### config.mk
export PLATFORM = sky130hd
export DESIGN_NAME = simplez_core_flat
export DESIGN_NICKNAME = d
export VERILOG_FILES = /design/src/rtl/simplez_core_if.sv /design/src/rtl/simplez.sv /design/src/flat_wrapper.sv
export SDC_FILE = /design/constraint.sdc
export NUM_CORES = 1
export LEC_CHECK = 0
export CORE_UTILIZATION = 40
export CTS_BUF_LIST = sky130_fd_sc_hd__clkbuf_4 sky130_fd_sc_hd__clkbuf_8 sky130_fd_sc_hd__clkbuf_16
export CTS_CLUSTER_DIAMETER = 40
export DETAILED_ROUTE_END_ITERATION = 10
export PLACE_DENSITY = 0.68
export SYNTH_ARGS = -nofsm -noshare
export SYNTH_HDL_FRONTEND = slang
export SYNTH_SLANG_ARGS = --single-unit
### constraint.sdc
create_clock -name clk -period 2.9 [get_ports clk]
set_clock_uncertainty 0.1 [all_clocks]
set_input_delay 0.87 -clock clk [delete_from_list [all_inputs] [get_ports clk]]
set_output_delay 0.87 -clock clk [all_outputs]
set_load 0.05 [all_outputs]
### src/rtl/simplez_core_if.sv
// Memory/peripheral bus of the SIMPLEZ core: req (rd/wr) held until ack, one word per transfer.
// The core is the master; a memory or slow peripheral stalls it by withholding ack.
interface simplez_core_if #(
  parameter int DATAW = 12,
  parameter int ADDRW = 9
);
  logic [ADDRW-1:0] mem_addr;
  logic             mem_rd;
  logic             mem_wr;
  logic [DATAW-1:0] mem_wdata;
  logic [DATAW-1:0] mem_rdata;
  logic             mem_ack;

  modport master (
    output mem_addr, mem_rd, mem_wr, mem_wdata,
    input  mem_rdata, mem_ack
  );

  modport slave (
    input  mem_addr, mem_rd, mem_wr, mem_wdata,
    output mem_rdata, mem_ack
  );
endinterface

### src/rtl/simplez.sv
// SIMPLEZ CPU core: fetch I0, decode/execute I1, operand O0, terminate O1, halt H.
// 2 cycles for BR/BZ/CLR/DEC, 4 for LD/ADD/ST with ack high; each cycle without ack stalls in I0/O0.
module simplez_core #(
  parameter int               DATAW    = 12,
  parameter int               ADDRW    = 9,
  parameter logic [ADDRW-1:0] RESET_PC = '0
) (
  input  logic             clk,
  input  logic             rst,
  simplez_core_if.master   bus,
  output logic [DATAW-1:0] ac_out,
  output logic [ADDRW-1:0] pc_out,
  output logic             halted
);

  typedef enum logic [2:0] {
    S_I0,
    S_I1,
    S_O0,
    S_O1,
    S_H
  } state_t;

  localparam logic [2:0] OP_ST   = 3'd0;
  localparam logic [2:0] OP_LD   = 3'd1;
  localparam logic [2:0] OP_ADD  = 3'd2;
  localparam logic [2:0] OP_BR   = 3'd3;
  localparam logic [2:0] OP_BZ   = 3'd4;
  localparam logic [2:0] OP_CLR  = 3'd5;
  localparam logic [2:0] OP_DEC  = 3'd6;
  localparam logic [2:0] OP_HALT = 3'd7;

  localparam logic [ADDRW-1:0] PC_ONE = {{(ADDRW-1){1'b0}}, 1'b1};
  localparam logic [DATAW-1:0] AC_ONE = {{(DATAW-1){1'b0}}, 1'b1};

  state_t           state, state_n;
  logic [ADDRW-1:0] pc, pc_n;
  logic [DATAW-1:0] ac, ac_n;
  logic [DATAW-1:0] ri, ri_n;
  logic [2:0]       opcode;
  logic [ADDRW-1:0] cd;

  assign opcode = ri[DATAW-1 -: 3];
  assign cd     = ri[ADDRW-1:0];
  assign ac_out = ac;
  assign pc_out = pc;

  always_ff @(posedge clk) begin
    if (rst) begin
      state <= S_I0;
      pc    <= RESET_PC;
      ac    <= '0;
      ri    <= '0;
    end else begin
      state <= state_n;
      pc    <= pc_n;
      ac    <= ac_n;
      ri    <= ri_n;
    end
  end

  always_comb begin
    state_n       = state;
    pc_n          = pc;
    ac_n          = ac;
    ri_n          = ri;
    bus.mem_addr  = '0;
    bus.mem_rd    = 1'b0;
    bus.mem_wr    = 1'b0;
    bus.mem_wdata = '0;
    halted        = 1'b0;

    case (state)
      S_I0: begin
        bus.mem_rd   = 1'b1;
        bus.mem_addr = pc;
        if (bus.mem_ack) begin
          ri_n    = bus.mem_rdata;
          pc_n    = pc + PC_ONE;
          state_n = S_I1;
        end
      end
      S_I1: begin
        state_n = S_I0;
        case (opcode)
          OP_BR:   pc_n = cd;
          OP_BZ:   if (ac == '0) pc_n = cd;
          OP_CLR:  ac_n = '0;
          OP_DEC:  ac_n = ac - AC_ONE;
          OP_HALT: state_n = S_H;
          default: state_n = S_O0;
        endcase
      end
      S_O0: begin
        bus.mem_addr = cd;
        if (opcode == OP_ST) begin
          bus.mem_wr    = 1'b1;
          bus.mem_wdata = ac;
        end else begin
          bus.mem_rd = 1'b1;
        end
        if (bus.mem_ack) begin
          if (opcode == OP_LD)  ac_n = bus.mem_rdata;
          if (opcode == OP_ADD) ac_n = ac + bus.mem_rdata;
          state_n = S_O1;
        end
      end
      S_O1: state_n = S_I0;
      S_H:  halted  = 1'b1;
      default: state_n = S_I0;
    endcase

    // Reset masks the bus at once so an in-flight write is withdrawn in the reset cycle.
    if (rst) begin
      bus.mem_addr  = '0;
      bus.mem_rd    = 1'b0;
      bus.mem_wr    = 1'b0;
      bus.mem_wdata = '0;
      halted        = 1'b0;
    end
  end

endmodule

### src/flat_wrapper.sv
// flat-port wrapper written by rule: the top's interface ports become plain ports
module simplez_core_flat 
#(
  parameter int               DATAW    = 12,
  parameter int               ADDRW    = 9,
  parameter logic [ADDRW-1:0] RESET_PC = '0
)
  (clk, rst, ac_out, pc_out, halted, bus_mem_addr, bus_mem_rd, bus_mem_wr, bus_mem_wdata, bus_mem_rdata, bus_mem_ack);
  simplez_core_if #(.DATAW(DATAW), .ADDRW(ADDRW)) bus_i ();
  input  logic clk;
  input  logic rst;
  output logic [DATAW-1:0] ac_out;
  output logic [ADDRW-1:0] pc_out;
  output logic halted;
  output wire logic [$bits(bus_i.mem_addr)-1:0] bus_mem_addr;
  output wire logic [$bits(bus_i.mem_rd)-1:0] bus_mem_rd;
  output wire logic [$bits(bus_i.mem_wr)-1:0] bus_mem_wr;
  output wire logic [$bits(bus_i.mem_wdata)-1:0] bus_mem_wdata;
  input wire logic [$bits(bus_i.mem_rdata)-1:0] bus_mem_rdata;
  input wire logic [$bits(bus_i.mem_ack)-1:0] bus_mem_ack;
  assign bus_mem_addr = bus_i.mem_addr;
  assign bus_mem_rd = bus_i.mem_rd;
  assign bus_mem_wr = bus_i.mem_wr;
  assign bus_mem_wdata = bus_i.mem_wdata;
  assign bus_i.mem_rdata = bus_mem_rdata;
  assign bus_i.mem_ack = bus_mem_ack;
  simplez_core #(.DATAW(DATAW), .ADDRW(ADDRW), .RESET_PC(RESET_PC)) u_core (.clk(clk), .rst(rst), .bus(bus_i), .ac_out(ac_out), .pc_out(pc_out), .halted(halted));
endmodule
# --- Word-level counts from Yosys, hierarchy flattened ---
# Cells that the tools add are included.
word_totals:
  ff_bits: 36
  latchBits: 0
  mem_bits_rw: 0
  rom_bits: 0
  wordCells: 60
  memories: 0
classes:
  add_sub_neg: 3
  n_mul: 0
  div_mod_pow: 0
  magnitude_cmp: 0
  n_eq_ne: 16
  shifts: 0
  muxes: 26
  bitwise: 1
  reduce_logical: 10
op_table:
  columns: ["op", "n"]
  rows:
  - ["$mux W12", 6]
  - ["$pmux W9 S2", 3]
  - ["$pmux W12 S2", 2]
  - ["$mux W9", 3]
  - ["$eq A3 B3 Y1 const B", 5]
  - ["$add A12 B12 Y12", 1]
  - ["$logic_not A12 Y1", 1]
  - ["$pmux W3 S4", 1]
  - ["$sub A12 B1 Y12 const B", 1]
  - ["$add A9 B1 Y9 const B", 1]
  - ["$eq A3 B2 Y1 const B", 3]
  - ["$reduce_and A4 Y1", 2]
  - ["$mux W1", 7]
  - ["$eq A3 B1 Y1 const B", 2]
  - ["$logic_not A3 Y1", 2]
  - ["$mux W3", 2]
  - ["$ne A3 B2 Y1 const B", 2]
  - ["$pmux W3 S2", 1]
  - ["$ne A2 B2 Y1 const B", 2]
  - ["$reduce_bool A2 Y1", 2]
  - ["$reduce_or A4 Y1", 1]
  - ["$ne A3 B1 Y1 const B", 1]
  - ["$ne A3 B3 Y1 const B", 1]
  - ["$reduce_and A3 Y1", 1]
  - ["3 further kinds", 3]

# --- Depth between registers and ports, before layout ---
# Gate-level depths: netlist (run 1).
depth:
  depth_word: 5
  mapped_depth: 9
  mapped_depth_nobuf: 9

# --- Least setup slack after synthesis (run 1) ---
# No wires, ideal clock.
synth_timing:
  path_type: "input port to output port"
  startpoint: "in rst"
  endpoint: "out bus_mem_wdata[10]"
  arrival_time_ns: 2.734
  required_ns: 1.930
  slack_ns: -0.804
  path_stages: 5
  path_buffers: 2
  cell_sequence: "clkbuf_1 > or3_1 > and4b_1 > clkbuf_1 > and2_1"
synth_via:
  elab_chain_cells: 1
synth_rtl:
  columns: ["element", "line_no", "rtl"]
  rows:
  - ["from (decl)", "flat_wrapper.sv:11", "input logic rst;"]
  - ["$mux W12", "simplez.sv:114", "if (rst) begin"]
  - ["to (decl)", "flat_wrapper.sv:18", "output wire logic [$bits(bus_i.mem_wdata)-1:0] bus_mem_wdata;"]
# Every way passes these cells.

# --- Final worst setup path (run 1) ---
layout_timing:
  startpoint: "in rst"
  endpoint: "out bus_mem_wdata[11]"
# Same word-level chain as after synthesis.

==> metrics.cfg, run 1 <==
[run_status]
status = finished, violations left
violations = design-rule violations, negative setup slack

[route]
dr_wl_met3_microns = 344
drtAntennaViolNets = 0
routed_wl_microns = 8540
drc = 3
route.vias.total = 3096
top_layer_used = met4
routed_via_density = 5.85
wl_per_cell_microns = 16.1
drt_iter0_drc = 175
dr.pass1.iters = 7
dr_wl_met2_microns = 4250
drt-met1-wl_microns = 3790

[placement]
port_buffers = 59
postPlaceCellArea_sq_mm = 0.00395
dp_cells = 517
hpwl_microns = 6280
gp_congestion = 0.866

[synthesis]
synth_seq_cells = 36
ys_async_sr_fraction = 0
ys_types = 60
synth_top_family_by_area = simple AND/OR/NAND/NOR gates
synth-xor-area-share = 0.0223
netlist_area_sq_mm = 0.00275
synth_compound_area_frac = 0.254
muxShareOfSynthArea = 0.0515
synthAdderAreaFrac = 0.0710
synth-simple-area-share = 0.280
seq_area_frac_synth = 0.262
synth_edf_count = 0
synthFlopType = dfxtp_1
synth_warnings = 0
synthesis.nets = 397
syn_area_per_cell_sq_um = 7.49
synth_cells = 367

[sta]
max_slew_margin = 0.628
fin_ws_ps = -207
rsz0062_at_grt = yes
slew_violations = 0
period_share = 1.07
finalWorstPathRequiredPeriod_ps = 3110
finalSetupViolations = 15
fin_setup_tns_ps = -2570
worst_pin_slew_ps = 556
hold_violations = 0
fmax_mhz = 322

[finish]
fill_cells = 569
fin_nets = 481
drive_above_1_share = 0.259
final_common_cell = nand2_1
layout_common_cells = nand2_1 (44), buf_4 (36), dfxtp_1 (36), clkdlybuf4s50_1 (34), a21oi_1 (30)
final_cell_area_sq_mm = 0.00419
final_cells = 529
area_growth_pct = 52.5
n_antenna_cell = 0
final-seq-area_sq_um = 721
multi_input_area_sq_mm = 0.00203

[clock_network]
clk_latency_ps = 300
cts_made_buffers = 5
cts_tree = built
clockBufferDepth = 2
clk_pin_slew_ps = 80
hold_buffers = 0
root_buffer = clkbuf_8
htree_levels = 2
cts_sinks = 36

[run]
max_cap_viol_count = 0

[die]
design.core.area_sq_mm = 0.00649
io_pins = 60
start_util = 0.423
die_area_sq_mm = 0.00720
die_height_microns = 84.9
dieWidth_microns = 84.9
placementRows = 29

[critical_path]
crit_path_top_delay_cell = and4b_4
start_kind = input pin
crit_fanout = 7
crit_family = simple AND/OR/NAND/NOR gates
startpoint = rst
setup.worst_path.end_class = output pin
critPathArrivalTime_ps = 2140
crit_type = input pin to output pin
crit_chain = buf_6 > or3_4 > and4b_4 > buf_12 > and2_4 > buf_12
crit_buf_inv = 3
crit_path_frequent_cell = buf_12
cp.required_ps = 1930
r2r_start = u_core.ac_out[0]
cpPeakStageDelay_ps = 410

[global_routing]
grt_max_degree = 35
antenna_found_initial = 0
grt_pass1_vias = 2945
grt_pass1_wl_microns = 14100
overflow = 0
grt_usage = 0.242

[hold_path]
min_path_type = flop to flop
min-delay-start = u_core.ri[5]

[power]
fin_total_pwr_uw = 1350
pwr_density_cell_mw_per_mm2 = 321
ir_drop_uv = 180
power.leakage_uw = 0.00159

tightest hold or removal path: stages, from the launching register on:
cell and delay, ps:
dfxtp_1 330, nand2_1 60, a21oi_1 50
power by group:
group,internal (uW),leakage (uW),total (uW),switching [uW]
clock network,265,0.0000586,459,195
logic,148,0.00124,346,198
registers,514,0.000293,541,27.4
per-stage QoR:
stage                     hold WS (ps)  setup slack, ps   util
after floorplan                    346             -165      -
after global placement             364             -434  0.608
after detailed placement           373             -461  0.608
after CTS                          383             -236  0.634
after global routing               419             -229  0.645
final                              380             -207  0.645
kinds of logic (layout without fill, tap and decap cells):
logic type | count (synthesis) | count (layout)
AND/OR/NAND/NOR | 154 | 154
AO/OA/AOI/OAI | 107 | 107
flip-flops | 36 | 36
buffers and inverters | 34 | 119
adder cells (fa/ha/maj) | 15 | 15
multiplexers | 14 | 14
XOR/XNOR | 7 | 7
what timing repair did:
item,CTS,global route
pin swaps,3,3
hold endpoints to repair,0,0
endpoints found under the setup margin,27,18
resized for setup,15,12
gates cloned,1,0
buffers inserted,1,3
per-layer routing:
metal  GRT usage  up-vias
met5           0        -
met4      0.0817        0
met3      0.0370       13
met2       0.418       88
met1       0.307     1480
li1            -     1515
Yosys cell counts, types with 3 or more instances:
| master | n | area (sq um) |
|---|---|---|
| nand2_1 | 44 | 165 |
| dfxtp_1 | 36 | 721 |
| nor2_1 | 33 | 124 |
| a21oi_1 | 32 | 160 |
| o21ai_0 | 22 | 110 |
| and2_1 | 15 | 93.8 |
| nor3_1 | 15 | 75.1 |
| clkbuf_1 | 14 | 52.6 |
| ha_1 | 14 | 175 |
| nand3_1 | 14 | 70.1 |
| mux2i_1 | 13 | 130 |
| inv_1 | 11 | 41.3 |
| a221oi_1 | 6 | 52.6 |
| a31oi_1 | 6 | 37.5 |
| xnor2_1 | 6 | 52.6 |
| a21o_1 | 4 | 30.0 |
| buf_2 | 4 | 20.0 |
| buf_6 | 4 | 45.0 |
| nand2b_1 | 4 | 25.0 |
| nand4_1 | 4 | 25.0 |
| o22ai_1 | 4 | 25.0 |
| o32ai_1 | 4 | 35.0 |
| and3_1 | 3 | 18.8 |
| nor3b_1 | 3 | 22.5 |
| o211ai_1 | 3 | 22.5 |
| or3_1 | 3 | 18.8 |
sequential cells by signal, indices dropped and copies added, names as in the netlist:
signal	flops
u_core.ac_out	12
u_core.state	3
u_core.ri	12
u_core.pc_out	9
final cells by class:
cell class	count	share of cell area
multi-input combinational	297	0.484
timing repair buffer	100	0.285
sequential	36	0.172
tap	77	0.0230
clock buffer	6	0.0182
inverter	11	0.00985
clock inverter	2	0.00836
path summary, 6_finish.rpt:
kind                                           to  slack (ps)  cells past startpoint
worst max-delay path            bus_mem_wdata[11]        -210                      6
worst min-delay path                 u_core.ri[5]         380                      2
worst min register to register       u_core.ri[5]         380                      2
worst max register to register   u_core.ac_out[6]         610                      9
(Power assumes the default switching activity.)
==> run 2: changes to the inputs <==
SKIP_CTS_REPAIR_TIMING = 1   (was unset)
==> run 2 against run 1 <==
Effect of this change: the run still ends with design-rule violations, negative setup slack left; count of clock-buffer cells in the layout unchanged; routed wire length decreased by 0.52%; sequential share of layout area increased by 0.077 points; register-to-register slack about the same.
==> metrics.cfg, run 2 (synthesis gave the netlist of run 1 again) <==
[route]
routed_via_density = 5.90  ; was 5.85
routed_wl_microns = 8490  ; was 8540 microns
wl_per_cell_microns = 16.1  ; about the same
drt_iter0_drc = 192  ; was 175
drc = 3  ; unchanged
dr.pass1.iters = 7  ; unchanged
drtAntennaViolNets = 0  ; unchanged
route.vias.total = 3115  ; was 3096

[global_routing]
grt_usage = 0.235  ; was 0.242
grt_pass1_vias = 2951  ; was 2945
grt_pass1_wl_microns = 13900  ; was 14100 microns
antenna_found_initial = 0  ; unchanged
overflow = 0  ; unchanged
grt_max_degree = 35  ; unchanged

[critical_path]
critPathArrivalTime_ps = 2180  ; was 2140 ps
crit_type = input pin to output pin  ; unchanged
crit_family = simple AND/OR/NAND/NOR gates  ; unchanged
crit_chain = buf_6 > or3_4 > and4b_2 > clkbuf_16 > and2_4 > buf_12  ; was buf_6 > or3_4 > and4b_4 > buf_12 > and2_4 > buf_12
start_kind = input pin  ; unchanged
timing.rr.end = u_core.ac_out[6]  ; unchanged
crit_fanout = 6  ; was 7
crit_buf_inv = 3  ; unchanged
cp.required_ps = 1930  ; about the same
reg2reg_depth = 6  ; was 9
startpoint = rst  ; unchanged
setup.worst_path.end_class = output pin  ; unchanged
cpPeakStageDelay_ps = 390  ; was 410 ps
r2r_start = u_core.state[0]  ; was u_core.ac_out[0]
crit_path_top_delay_cell = and4b_2  ; was and4b_4
worst-r2r-setup-slack_ps = 610  ; about the same
critical_path_depth = 6  ; unchanged
worstSetupEndpoint = bus_mem_wdata[3]  ; was bus_mem_wdata[11]

[sta]
max_slew_margin = 0.627  ; was 0.628
rsz0062_at_grt = yes  ; unchanged
fin_ws_ps = -251  ; was -207 ps
hold_violations = 0  ; unchanged
fin_hold_ws_ps = 381  ; was 380 ps
fmax_mhz = 317  ; was 322 MHz
finalWorstPathRequiredPeriod_ps = 3150  ; was 3110 ps
slew_violations = 0  ; unchanged
period_share = 1.09  ; was 1.07
worst_pin_slew_ps = 557  ; was 556 ps
finalSetupViolations = 14  ; was 15

[finish]
n_antenna_cell = 0  ; unchanged
final_common_cell = nand2_1  ; unchanged
final-seq-area_sq_um = 721  ; unchanged
drive_above_1_share = 0.259  ; about the same
fin_util = 0.642  ; was 0.645
multi_input_area_sq_mm = 0.00203  ; about the same
area_growth_pct = 51.8  ; was 52.5%
fill_cells = 569  ; unchanged
fin_nets = 480  ; was 481
layout_common_cells = nand2_1 (44), buf_4 (37), dfxtp_1 (36), clkdlybuf4s50_1 (34), a21oi_1 (30)  ; was nand2_1 (44), buf_4 (36), dfxtp_1 (36), clkdlybuf4s50_1 (34), a21oi_1 (30)

[clock_network]
clockBufferDepth = 2  ; unchanged
cts_tree = built  ; unchanged
cts_sinks = 36  ; unchanged
root_buffer = clkbuf_8  ; unchanged
cts_made_buffers = 5  ; unchanged
htree_levels = 2  ; unchanged
clk_pin_slew_ps = 80  ; about the same
clk_latency_ps = 290  ; was 300 ps

[run_status]
violations = design-rule violations, negative setup slack  ; unchanged
status = finished, violations left  ; unchanged

[die]
placementRows = 29  ; unchanged
dieWidth_microns = 84.9  ; unchanged
die_height_microns = 84.9  ; unchanged
design.core.area_sq_mm = 0.00649  ; unchanged
io_pins = 60  ; unchanged
die_area_sq_mm = 0.00720  ; unchanged
start_util = 0.423  ; unchanged

[power]
power.leakage_uw = 0.00159  ; about the same
ir_drop_uv = 179  ; was 180 uV
pwr_density_cell_mw_per_mm2 = 322  ; was 321 mW/mm^2

[run]
max_cap_viol_count = 0  ; unchanged

[placement]
port_buffers = 59  ; unchanged
hpwl_microns = 6280  ; unchanged
gp_congestion = 0.866  ; unchanged
pre_cts_slack_ps = -461  ; unchanged

[hold_path]
min_path_type = flop to flop  ; unchanged

==> run 2: cell count changes in the layout (fill, tap and decap cells not counted) <==
cell,delta
buf_4,+1
clkbuf_16,+1
and4b_4,-1
nor4b_2,-1
ha_1,-1
buf_16,-1
nor4b_4,+1
ha_2,+1
nor2_2,+2
buf_6,-2
nor2_4,-2
and4b_2,+1
==> run 2: power breakdown <==
| part | internal [uW] | switching (uW) | total (uW) | leakage, uW |
|---|---|---|---|---|
| logic | 145 | 197 | 342 | 0.00123 |
| clock network | 265 | 193 | 458 | 0.0000586 |
| registers | 514 | 28.1 | 542 | 0.000293 |
==> run 2: worst min-delay path by stage <==
stage	slack [ps]	end	start	cells after the start
detailed placement	370	u_core.ri[5]	u_core.ri[5]	2
floorplan	350	u_core.ri[6]	u_core.ri[6]	2
CTS	380	u_core.ri[5]	u_core.ri[5]	2
global route	420	u_core.ri[4]	u_core.ri[4]	2
global placement	360	u_core.ri[8]	u_core.ri[8]	2
finish	380	u_core.ri[5]	u_core.ri[5]	2
==> run 2: worst register-to-register path, delay by kind of cell, from the launching register on <==
kind	cells	cell delay [ps]
AND/OR/NAND/NOR	1	530
AO/OA/AOI/OAI	4	840
buffers and inverters	1	200
flip-flops	1	510
==> run 2: area by class of cell <==
| class | instances | share of cell area |
|---|---|---|
| Multi-Input combinational cell | 297 | 0.486 |
| Sequential cell | 36 | 0.173 |
| Inverter | 11 | 0.00990 |
| Timing Repair Buffer | 99 | 0.282 |
| Tap cell | 77 | 0.0231 |
| Clock inverter | 2 | 0.00840 |
| Clock buffer | 6 | 0.0183 |
==> run 2: metrics by stage <==
step	setup TNS [ps]	instance area [sq um]	std cells	power, uW
after floorplan	-2340	2860	367	753
after global placement	-9230	3950	517	874
after detailed placement	-9690	3950	517	882
after CTS	-8380	4060	525	1330
after global routing	-3440	4170	528	1400
final	-3070	4170	528	1340
==> run 2: routing by layer <==
layer,global-route usage,vias to the layer above,wire (microns)
li1,-,1511,-
met1,0.298,1475,3670
met2,0.410,117,4210
met3,0.0360,12,480
met4,0.0786,0,129
met5,0,-,0
==> run 3: changes to the inputs <==
--- a/config.mk
+++ b/config.mk
@@ -9,3 +9,3 @@
 export CTS_BUF_LIST = sky130_fd_sc_hd__clkbuf_4 sky130_fd_sc_hd__clkbuf_8 sky130_fd_sc_hd__clkbuf_16
-export CTS_CLUSTER_DIAMETER = 40
+export CTS_CLUSTER_SIZE = 16
 export DETAILED_ROUTE_END_ITERATION = 10
--- a/constraint.sdc
+++ b/constraint.sdc
@@ -4,2 +4,2 @@
 set_output_delay 0.87 -clock clk [all_outputs]
-set_load 0.05 [all_outputs]
+set_load 0.01 [all_outputs]
==> run 3 against run 2 <==
Effect of this change: global-route usage decreased by 1.2 points; first-iteration DRC count grew 40%; power is 5.0% lower; the flow still finishes with violations (design-rule violations, negative setup slack); sequential share of layout area is 1.1 points higher; final cell count decreased by 0.38%; clock power fell by 2%; sequential power fell by 0.9%; core utilization decreased by 3.9 points; non-clock buffer count decreased by 2; largest cell class unchanged; routed wire length decreased by 4.8%.
==> metrics.cfg, run 3 (synthesis gave the netlist of run 1 again) <==
[finish]
final_common_cell = nand2_1  ; unchanged
drive_above_1_share = 0.207  ; was 0.259
area_growth_pct = 42.6  ; was 51.8%
fin_nets = 478  ; was 480
layout_common_cells = nand2_1 (44), dfxtp_1 (36), nor2_1 (33), buf_4 (33)  ; was nand2_1 (44), buf_4 (37), dfxtp_1 (36), clkdlybuf4s50_1 (34), a21oi_1 (30)
n_antenna_cell = 0  ; unchanged

[sta]
max_slew_margin = 0.583  ; was 0.627
worst_pin_slew_ps = 623  ; was 557 ps
period_share = 1.06  ; was 1.09
fin_ws_ps = -186  ; was -251 ps
fin_setup_tns_ps = -1530  ; was -3070 ps
rsz0062_at_grt = yes  ; unchanged
hold_violations = 0  ; unchanged
fmax_mhz = 324  ; was 317 MHz
finalWorstPathRequiredPeriod_ps = 3090  ; was 3150 ps
slew_violations = 0  ; unchanged
finalSetupViolations = 13  ; was 14

[route]
route.vias.total = 3141  ; was 3115
top_layer_used = met4  ; unchanged
drt-met1-wl_microns = 3720  ; was 3670 microns
drt_iter0_drc = 269  ; was 192
dr.pass1.iters = 8  ; was 7
drc = 3  ; unchanged
routed_via_density = 5.97  ; was 5.90
dr_wl_met2_microns = 3790  ; was 4210 microns
routed_wl_microns = 8090  ; was 8490 microns
dr_wl_met3_microns = 481  ; was 480 microns
drtAntennaViolNets = 0  ; unchanged
wl_per_cell_microns = 15.4  ; was 16.1 microns

[clock_network]
htree_levels = 2  ; unchanged
cts_sinks = 36  ; unchanged
cts_tree = built  ; unchanged
clk_pin_slew_ps = 70  ; was 80 ps
clockBufferDepth = 2  ; unchanged
cts_made_buffers = 5  ; unchanged
root_buffer = clkbuf_8  ; unchanged
clk_latency_ps = 290  ; about the same

[critical_path]
cpPeakStageDelay_ps = 360  ; was 390 ps
crit_chain = buf_6 > or3_4 > and4b_2 > buf_12 > buf_8 > and2_4 > buf_6  ; was buf_6 > or3_4 > and4b_2 > clkbuf_16 > and2_4 > buf_12
crit_path_frequent_cell = buf_6
crit_type = input pin to output pin  ; unchanged
reg2reg_depth = 7  ; was 6
crit_buf_inv = 4  ; was 3
setup.worst_path.end_class = output pin  ; unchanged
cp.required_ps = 1930  ; about the same
crit_family = simple AND/OR/NAND/NOR gates  ; unchanged
crit_path_top_delay_cell = and4b_2  ; unchanged
crit_fanout = 5  ; was 6
critPathArrivalTime_ps = 2120  ; was 2180 ps
timing.rr.end = u_core.ac_out[4]  ; was u_core.ac_out[6]
worst-r2r-setup-slack_ps = 540  ; was 610 ps
start_kind = input pin  ; unchanged
r2r_start = u_core.state[1]  ; was u_core.state[0]

[run_status]
status = finished, violations left  ; unchanged
violations = design-rule violations, negative setup slack  ; unchanged

[hold_path]
hold_path_end = u_core.ri[1]  ; was u_core.ri[5]
hold_depth = 2  ; unchanged
min-delay-start = u_core.ri[1]  ; was u_core.ri[5]
min_path_type = flop to flop  ; unchanged

[power]
power.leakage_uw = 0.00172  ; was 0.00159 uW
ir_drop_uv = 169  ; was 179 uV
fin_total_pwr_uw = 1270  ; was 1340 uW
pwr_density_cell_mw_per_mm2 = 325  ; was 322 mW/mm^2

[placement]
gp_congestion = 0.879  ; was 0.866
hpwl_microns = 5910  ; was 6280 microns
pre_cts_slack_ps = -832  ; was -461 ps
port_buffers = 59  ; unchanged

[die]
design.core.area_sq_mm = 0.00649  ; unchanged
dieWidth_microns = 84.9  ; unchanged
start_util = 0.423  ; unchanged
die_height_microns = 84.9  ; unchanged
die_area_sq_mm = 0.00720  ; unchanged
io_pins = 60  ; unchanged
placementRows = 29  ; unchanged

[global_routing]
grt_usage = 0.223  ; was 0.235
antenna_found_initial = 0  ; unchanged
grt_pass1_vias = 2816  ; was 2951
grt_pass1_wl_microns = 13100  ; was 13900 microns
overflow = 0  ; unchanged
grt_max_degree = 35  ; unchanged

[run]
max_cap_viol_count = 0  ; unchanged

[run 3: changes by cell type in the layout (fill, tap and decap cells not counted), moves of 4 or more]
| cell | delta |
|---|---|
| nor2_2 | -4 |
| nor2_4 | -5 |
| nor2_1 | +9 |
| buf_4 | -4 |
| buf_6 | +13 |
| buf_12 | -24 |
| dlymetal6s2s_1 | +14 |
[run 3: final cells by class]
cell class | count | area (sq um)
multi-input combinational | 297 | 1970
timing repair buffer | 97 | 976
fill | 599 | 2580
tap | 77 | 96.3
sequential | 36 | 721
inverter | 11 | 41.3
clock inverter | 2 | 35.0
clock buffer | 6 | 76.3
[run 3: worst max-delay path by stage]
| stage | startpoint | endpoint | slack, ps | depth (start not counted) |
|---|---|---|---|---|
| detailed placement | rst | bus_mem_wdata[4] | -830 | 6 |
| global placement | rst | bus_mem_wdata[2] | -810 | 6 |
| finish | rst | bus_mem_wdata[4] | -190 | 7 |
| CTS | rst | bus_mem_wdata[4] | -830 | 6 |
| global route | rst | bus_mem_wdata[4] | -230 | 7 |
| floorplan | rst | bus_mem_wdata[10] | -4 | 5 |
[run 3: layer usage]
layer | track usage | vias up
li1 | - | 1510
met1 | 0.301 | 1492
met2 | 0.375 | 129
met3 | 0.0331 | 10
met4 | 0.0586 | 0
met5 | 0 | -
[run 3: through the flow]
stage,hold slack (ps),std cells,utilization,cell area [sq um]
after global placement,368,514,0.558,3630
final,381,526,0.603,3920
after CTS,386,522,0.576,3740
after detailed placement,375,514,0.558,3630
after global routing,411,526,0.603,3920
after floorplan,346,367,-,2800
[run 3: tightest hold or removal path: cells and delay by family, from the launching register on]
family,cells,cell delay (ps)
simple gates,1,60
compound gates,1,50
flops,1,330
[run 3: power breakdown]
part | total, uW | switching, uW | internal [uW]
clock | 449 | 184 | 265
sequential | 537 | 23.0 | 514
combinational | 289 | 155 | 134
total | 1270 | 362 | 913
